===== src/rtl/perceptron_pkg.sv =====
// Shared state encoding, default sizing and helpers for the perceptron
// training controller and its index counter.
package perceptron_pkg;

    localparam int DEF_N_IN      = 4;
    localparam int DEF_MAX_EPOCH = 255;
    localparam int DEF_EPOCH_W   = 8;

    typedef enum logic [3:0] {
        S_IDLE,
        S_INIT,
        S_EPOCH,
        S_FETCH,
        S_CLR,
        S_ACC,
        S_BIAS,
        S_CHECK,
        S_UPD,
        S_UPDB,
        S_ENDEP,
        S_FINISH
    } state_t;

    // Index width is never allowed to collapse to zero bits.
    function automatic int idx_width(input int n);
        return ($clog2(n) < 1) ? 1 : $clog2(n);
    endfunction

endpackage


===== src/rtl/perceptron_train_ctrl_n_if.sv =====
// Sample-memory handshake and datapath strobes between the training
// controller (master) and the sample memory / datapath (slave).
interface perceptron_train_ctrl_n_if
    import perceptron_pkg::*;
#(
    parameter int N_IN = DEF_N_IN
);
    localparam int IDX_W = idx_width(N_IN);

    logic             smp_valid;
    logic             smp_last;
    logic             smp_ready;
    logic             neq;
    logic             init_wb;
    logic             init_yin;
    logic             ld_smp;
    logic             acc_en;
    logic             add_b;
    logic             upd_w;
    logic             upd_b;
    logic [IDX_W-1:0] idx;

    modport master (
        input  smp_valid, smp_last, neq,
        output smp_ready, init_wb, init_yin, ld_smp, acc_en, add_b,
               upd_w, upd_b, idx
    );

    modport slave (
        output smp_valid, smp_last, neq,
        input  smp_ready, init_wb, init_yin, ld_smp, acc_en, add_b,
               upd_w, upd_b, idx
    );

endinterface


===== src/rtl/perceptron_train_ctrl_n_idx_counter.sv =====
// Input-index counter for the accumulate and weight-update sweeps; wraps
// to zero after the terminal count N_IN-1.
module idx_counter
    import perceptron_pkg::*;
#(
    parameter int N_IN  = DEF_N_IN,
    parameter int IDX_W = idx_width(N_IN)
) (
    input  logic             clk,
    input  logic             rst,
    input  logic             clr,
    input  logic             en,
    output logic [IDX_W-1:0] cnt,
    output logic             tc
);
    localparam logic [IDX_W-1:0] LAST = IDX_W'(N_IN - 1);
    localparam logic [IDX_W-1:0] ONE  = IDX_W'(1);

    assign tc = (cnt == LAST);

    always_ff @(posedge clk or posedge rst) begin
        if (rst) begin
            cnt <= '0;
        end else if (clr) begin
            cnt <= '0;
        end else if (en) begin
            cnt <= tc ? '0 : cnt + ONE;
        end
    end

endmodule


===== src/rtl/perceptron_train_ctrl_n.sv =====
// Perceptron training sequencer: walks samples, sweeps accumulate and
// weight-update strobes, and tracks epochs until convergence or timeout.
module perceptron_train_ctrl_n
    import perceptron_pkg::*;
#(
    parameter int N_IN      = DEF_N_IN,
    parameter int MAX_EPOCH = DEF_MAX_EPOCH,
    parameter int EPOCH_W   = DEF_EPOCH_W
) (
    input  logic                  clk,
    input  logic                  rst,
    input  logic                  start,
    perceptron_train_ctrl_n_if.master bus,
    output logic                  busy,
    output logic                  done,
    output logic                  converged,
    output logic                  timeout,
    output logic [EPOCH_W-1:0]    epoch
);
    localparam int               IDX_W     = idx_width(N_IN);
    localparam logic [EPOCH_W:0] EPOCH_LIM = (EPOCH_W + 1)'(MAX_EPOCH);
    localparam logic [EPOCH_W:0] EPOCH_ONE = (EPOCH_W + 1)'(1);

    state_t           state;
    logic             err_flag;
    logic             last_flag;
    logic [IDX_W-1:0] cnt;
    logic             cnt_tc;
    logic             cnt_clr;
    logic             cnt_en;
    logic [EPOCH_W:0] epoch_inc;

    // One bit of headroom so the limit compare cannot alias on wrap.
    assign epoch_inc = {1'b0, epoch} + EPOCH_ONE;

    assign cnt_clr = (state == S_CLR) || (state == S_CHECK);
    assign cnt_en  = (state == S_ACC) || (state == S_UPD);

    idx_counter #(
        .N_IN  (N_IN),
        .IDX_W (IDX_W)
    ) u_idx (
        .clk (clk),
        .rst (rst),
        .clr (cnt_clr),
        .en  (cnt_en),
        .cnt (cnt),
        .tc  (cnt_tc)
    );

    always_ff @(posedge clk or posedge rst) begin
        if (rst) begin
            state     <= S_IDLE;
            err_flag  <= 1'b0;
            last_flag <= 1'b0;
            converged <= 1'b0;
            timeout   <= 1'b0;
            epoch     <= '0;
        end else begin
            case (state)
                S_IDLE: begin
                    if (start) begin
                        converged <= 1'b0;
                        timeout   <= 1'b0;
                        epoch     <= '0;
                        state     <= S_INIT;
                    end
                end
                S_INIT:  state <= S_EPOCH;
                S_EPOCH: begin
                    err_flag  <= 1'b0;
                    last_flag <= 1'b0;
                    state     <= S_FETCH;
                end
                S_FETCH: begin
                    if (bus.smp_valid) begin
                        last_flag <= bus.smp_last;
                        state     <= S_CLR;
                    end
                end
                S_CLR:   state <= S_ACC;
                S_ACC:   if (cnt_tc) state <= S_BIAS;
                S_BIAS:  state <= S_CHECK;
                S_CHECK: begin
                    if (bus.neq) begin
                        err_flag <= 1'b1;
                        state    <= S_UPD;
                    end else begin
                        state <= last_flag ? S_ENDEP : S_FETCH;
                    end
                end
                S_UPD:   if (cnt_tc) state <= S_UPDB;
                S_UPDB:  state <= last_flag ? S_ENDEP : S_FETCH;
                S_ENDEP: begin
                    epoch <= epoch_inc[EPOCH_W-1:0];
                    // A clean epoch wins over reaching the limit on the same pass.
                    if (!err_flag) begin
                        converged <= 1'b1;
                        state     <= S_FINISH;
                    end else if (epoch_inc == EPOCH_LIM) begin
                        timeout <= 1'b1;
                        state   <= S_FINISH;
                    end else begin
                        state <= S_EPOCH;
                    end
                end
                S_FINISH: state <= S_IDLE;
                default:  state <= S_IDLE;
            endcase
        end
    end

    assign bus.smp_ready = (state == S_FETCH);
    assign bus.ld_smp    = (state == S_FETCH) && bus.smp_valid;
    assign bus.init_wb   = (state == S_INIT);
    assign bus.init_yin  = (state == S_CLR);
    assign bus.acc_en    = (state == S_ACC);
    assign bus.add_b     = (state == S_BIAS);
    assign bus.upd_w     = (state == S_UPD);
    assign bus.upd_b     = (state == S_UPDB);
    assign bus.idx       = cnt_en ? cnt : '0;
    assign busy          = (state != S_IDLE);
    assign done          = (state == S_FINISH);

endmodule


===== src/flat_wrapper.sv =====
// flat-port wrapper written by rule: the top's interface ports become plain ports
module perceptron_train_ctrl_n_flat import perceptron_pkg::*;
#(
    parameter int N_IN      = DEF_N_IN,
    parameter int MAX_EPOCH = DEF_MAX_EPOCH,
    parameter int EPOCH_W   = DEF_EPOCH_W
)
  (clk, rst, start, busy, done, converged, timeout, epoch, bus_smp_valid, bus_smp_last, bus_neq, bus_smp_ready, bus_init_wb, bus_init_yin, bus_ld_smp, bus_acc_en, bus_add_b, bus_upd_w, bus_upd_b, bus_idx);
  perceptron_train_ctrl_n_if #(.N_IN(N_IN)) bus_i ();
  input  logic clk;
  input  logic rst;
  input  logic start;
  output logic busy;
  output logic done;
  output logic converged;
  output logic timeout;
  output logic [EPOCH_W-1:0] epoch;
  input wire logic [$bits(bus_i.smp_valid)-1:0] bus_smp_valid;
  input wire logic [$bits(bus_i.smp_last)-1:0] bus_smp_last;
  input wire logic [$bits(bus_i.neq)-1:0] bus_neq;
  output wire logic [$bits(bus_i.smp_ready)-1:0] bus_smp_ready;
  output wire logic [$bits(bus_i.init_wb)-1:0] bus_init_wb;
  output wire logic [$bits(bus_i.init_yin)-1:0] bus_init_yin;
  output wire logic [$bits(bus_i.ld_smp)-1:0] bus_ld_smp;
  output wire logic [$bits(bus_i.acc_en)-1:0] bus_acc_en;
  output wire logic [$bits(bus_i.add_b)-1:0] bus_add_b;
  output wire logic [$bits(bus_i.upd_w)-1:0] bus_upd_w;
  output wire logic [$bits(bus_i.upd_b)-1:0] bus_upd_b;
  output wire logic [$bits(bus_i.idx)-1:0] bus_idx;
  assign bus_i.smp_valid = bus_smp_valid;
  assign bus_i.smp_last = bus_smp_last;
  assign bus_i.neq = bus_neq;
  assign bus_smp_ready = bus_i.smp_ready;
  assign bus_init_wb = bus_i.init_wb;
  assign bus_init_yin = bus_i.init_yin;
  assign bus_ld_smp = bus_i.ld_smp;
  assign bus_acc_en = bus_i.acc_en;
  assign bus_add_b = bus_i.add_b;
  assign bus_upd_w = bus_i.upd_w;
  assign bus_upd_b = bus_i.upd_b;
  assign bus_idx = bus_i.idx;
  perceptron_train_ctrl_n #(.N_IN(N_IN), .MAX_EPOCH(MAX_EPOCH), .EPOCH_W(EPOCH_W)) u_core (.clk(clk), .rst(rst), .start(start), .bus(bus_i), .busy(busy), .done(done), .converged(converged), .timeout(timeout), .epoch(epoch));
endmodule

===== config.mk =====
export PLATFORM = sky130hd
export DESIGN_NAME = perceptron_train_ctrl_n_flat
export DESIGN_NICKNAME = d
export VERILOG_FILES = /design/src/rtl/perceptron_pkg.sv /design/src/rtl/perceptron_train_ctrl_n_if.sv /design/src/rtl/perceptron_train_ctrl_n_idx_counter.sv /design/src/rtl/perceptron_train_ctrl_n.sv /design/src/flat_wrapper.sv
export SDC_FILE = /design/constraint.sdc
export NUM_CORES = 1
export LEC_CHECK = 0
export CAP_MARGIN = 30
export CORE_ASPECT_RATIO = 1.2
export CORE_MARGIN = 2
export CORE_UTILIZATION = 50
export CTS_BUF_LIST = sky130_fd_sc_hd__clkbuf_8
export DETAILED_ROUTE_END_ITERATION = 12
export GPL_ROUTABILITY_DRIVEN = 0
export MAX_ROUTING_LAYER = met4
export PLACE_DENSITY = 0.78
export SLEW_MARGIN = 10
export SYNTH_ARGS = -nofsm -noshare
export SYNTH_HDL_FRONTEND = slang
export SYNTH_SLANG_ARGS = --single-unit

===== constraint.sdc =====
create_clock -name clk -period 3.4 [get_ports clk]
set_clock_uncertainty 0.1 [all_clocks]
set_input_delay 0.68 -clock clk [delete_from_list [all_inputs] [get_ports clk]]
set_output_delay 0.68 -clock clk [all_outputs]
set_load 0.05 [all_outputs]

==> flow_summary.toml <==
[worst_setup_path]
crit_fanout = 13
rr_endpoint = "u_core.epoch[5]"
r2r_start = "u_core.state[1]"
worstPathArrival_ps = 2400
critPathLaunchType = "register"
critPathRequiredTime_ps = 2620
rrSetupSlack_ps = 1390
cp_common_cell = "nor2_1"
startpoint = "u_core.state[3]"
cp_slowest_cell = "clkdlybuf4s50_1"
end_kind = "output port"
crit_path_end = "bus_idx[0]"
cp_slowest_stage_delay_ps = 800
path_class = "register to output port"
reg2reg_depth = 6
path_cells = "nand2b_1, nor2_1, nor2_1, nor2_1, and2_1, clkdlybuf4s50_1"

[layout]
drive_gt1_frac = 0.0753
final_common_cell = "clkdlybuf4s50_1"
layout_common_cells = "clkdlybuf4s50_1 (26), dfrtp_1 (18), nor2_1 (17)"
fin_nets = 196
fin_cells = 219
diodes = 0
seqCellArea_um2 = 450
fillers = 230
multi_input_area_um2 = 763
area_delta_synth_final_pct = 23.0

[floorplan]
io_pins = 28
row_count = 20
dieArea_um2 = 3100
die_h_um = 60.6
start_util = 0.527
core_um2 = 2530
dieWidth_um = 51.1

[synthesis]
avgSynthCellArea_um2 = 8.03
synth_warnings = 0
synth_area_um2 = 1330
synth_edf_count = 0
yosysUniqueCellTypes = 46
synth_nets = 175
ys_seq_elements = 18
synth_ff_type = "dfrtp_1"
syn_inst = 166
async_flop_share = 1.00
synth-seq-area-share = 0.338

[clocking]
htreeDepth = 1
cts-buffers-inserted = 3
cts-root-buf = "clkbuf_8"
clock_sinks = 18
clk_latency_ps = 250
post-cts-setup-buffers = 0
cts_tree = "built"
cts.reportedPaths.clkPinSlew_ps = 70
ctsResizeCount = 0
clockBufferDepth = 2
hold_buffers = 0

[drt]
drt_wl_total_mm = 3.24
drtIter0Drc = 76
vias = 1310
routedWlPerCell_um = 14.8
ant_nets = 0
drc_errors = 0
dr.pass1.iters = 4
via_per_inst = 5.98

[power]
power.total_mw = 1.55
power_leakage_nw = 0.682
powerDensity_nw_per_um2 = 945
irDropWorstVdd_mv = 0.636

[global_route]
gr-total-overflow = 0
grt_usage = 0.240
grt_first_pass_wirelength_mm = 5.62
grt_pass1_vias = 1237
antenna_found_initial = 0
grt_max_degree = 19

[sta]
rsz0062_at_grt = "no"
tns_ps = 0
fin_crit_ps = 3180
max_slew_margin = 0.535
timing.fmax_ghz = 0.315
finalSetupViolations = 0
hold_violations = 0
tightest_slew_ps = 696
timing.final.ws_setup_ps = 222
period_share = 0.935
whs_ps = 392
drv_slew = 0

[place]
portBuffers = 27
dp_slack_ps = 516
dpl.hpwl_mm = 2.36
dp.cells = 215

[status]
outcome = "completed"

[min_path]
hold_start = "u_core.converged"
holdCritPathClass = "register to register"

[flow_run]
cap_violations = 0
-- logic make-up (layout without fill, tap and decap cells) --
logic type / after synthesis / count (layout) / synth area share
xor gates and xnor gates: 1 / 1 / 0.00657
AOI/OAI and AO/OA: 51 / 51 / 0.248
DFF: 18 / 18 / 0.338
and+or+nand+nor: 71 / 71 / 0.290
adders and majority gates: 3 / 3 / 0.0282
buffers and inverters: 22 / 42 / 0.0892
-- metal layers --
layer  global-route usage  vias to the layer above  share of wire
met2                0.438                       53           0.54
met1                0.290                      621           0.41
met5                    -                        -              0
met4               0.0579                        0              0
li1                     -                      636              -
met3               0.0172                        0          0.050
-- critical path, delay by kind of cell, from the launching register on --
family,cells,cell delay [ps]
and+or+nand+nor,5,730
buffers and inverters,1,800
DFF,1,620
-- power breakdown --
part | switching [mW] | leakage (nW) | internal, mW
Clock | 0.0685 | 0.0288 | 0.103
Sequential | 0.150 | 0.233 | 0.279
Combinational | 0.598 | 0.421 | 0.351
-- worst min path at each step --
stage | slack (ps) | cells after the start | end
finish | 390 | 2 | u_core.converged
global route | 430 | 2 | u_core.timeout
CTS | 400 | 2 | u_core.converged
detailed placement | 380 | 2 | u_core.converged
global placement | 370 | 2 | u_core.timeout
floorplan | 410 | 1 | u_core.converged
-- through the flow --
stage	instance area, um2	util
2_1_floorplan	1330	-
3_3_place_gp	1580	0.627
3_5_place_dp	1580	0.627
4_1_cts	1640	0.649
5_1_grt	1640	0.649
6_report	1640	0.649
-- layout make-up --
type | count | area share
sequential | 18 | 0.275
tap | 33 | 0.0252
inverter | 9 | 0.0206
timing repair buffer | 29 | 0.180
clock buffer | 4 | 0.0336
multi-input combinational | 126 | 0.466
-- cell usage after synthesis, types with 3 or more instances --
cell	n	share of area
o31ai_1	4	0.023
buf_6	3	0.025
dfrtp_1	18	0.34
inv_1	8	0.023
a21oi_1	6	0.023
o21ai_1	15	0.056
buf_2	5	0.019
o21ai_0	4	0.015
nand3_1	8	0.030
nor3_1	5	0.019
nor2_1	17	0.048
nand2b_1	3	0.014
nor3b_1	5	0.028
nand2_1	14	0.039
ha_1	3	0.028
and2_1	6	0.028
a31oi_1	4	0.019
clkbuf_1	3	0.0085
-- sequential cells by signal, summed over array words and instances (netlist names) --
name and count:
u_core.converged 1, u_core.u_idx.cnt 2, u_core.last_flag 1, u_core.timeout 1, u_core.err_flag 1, u_core.epoch 8
u_core.state 4
(Power assumes the default switching activity.)
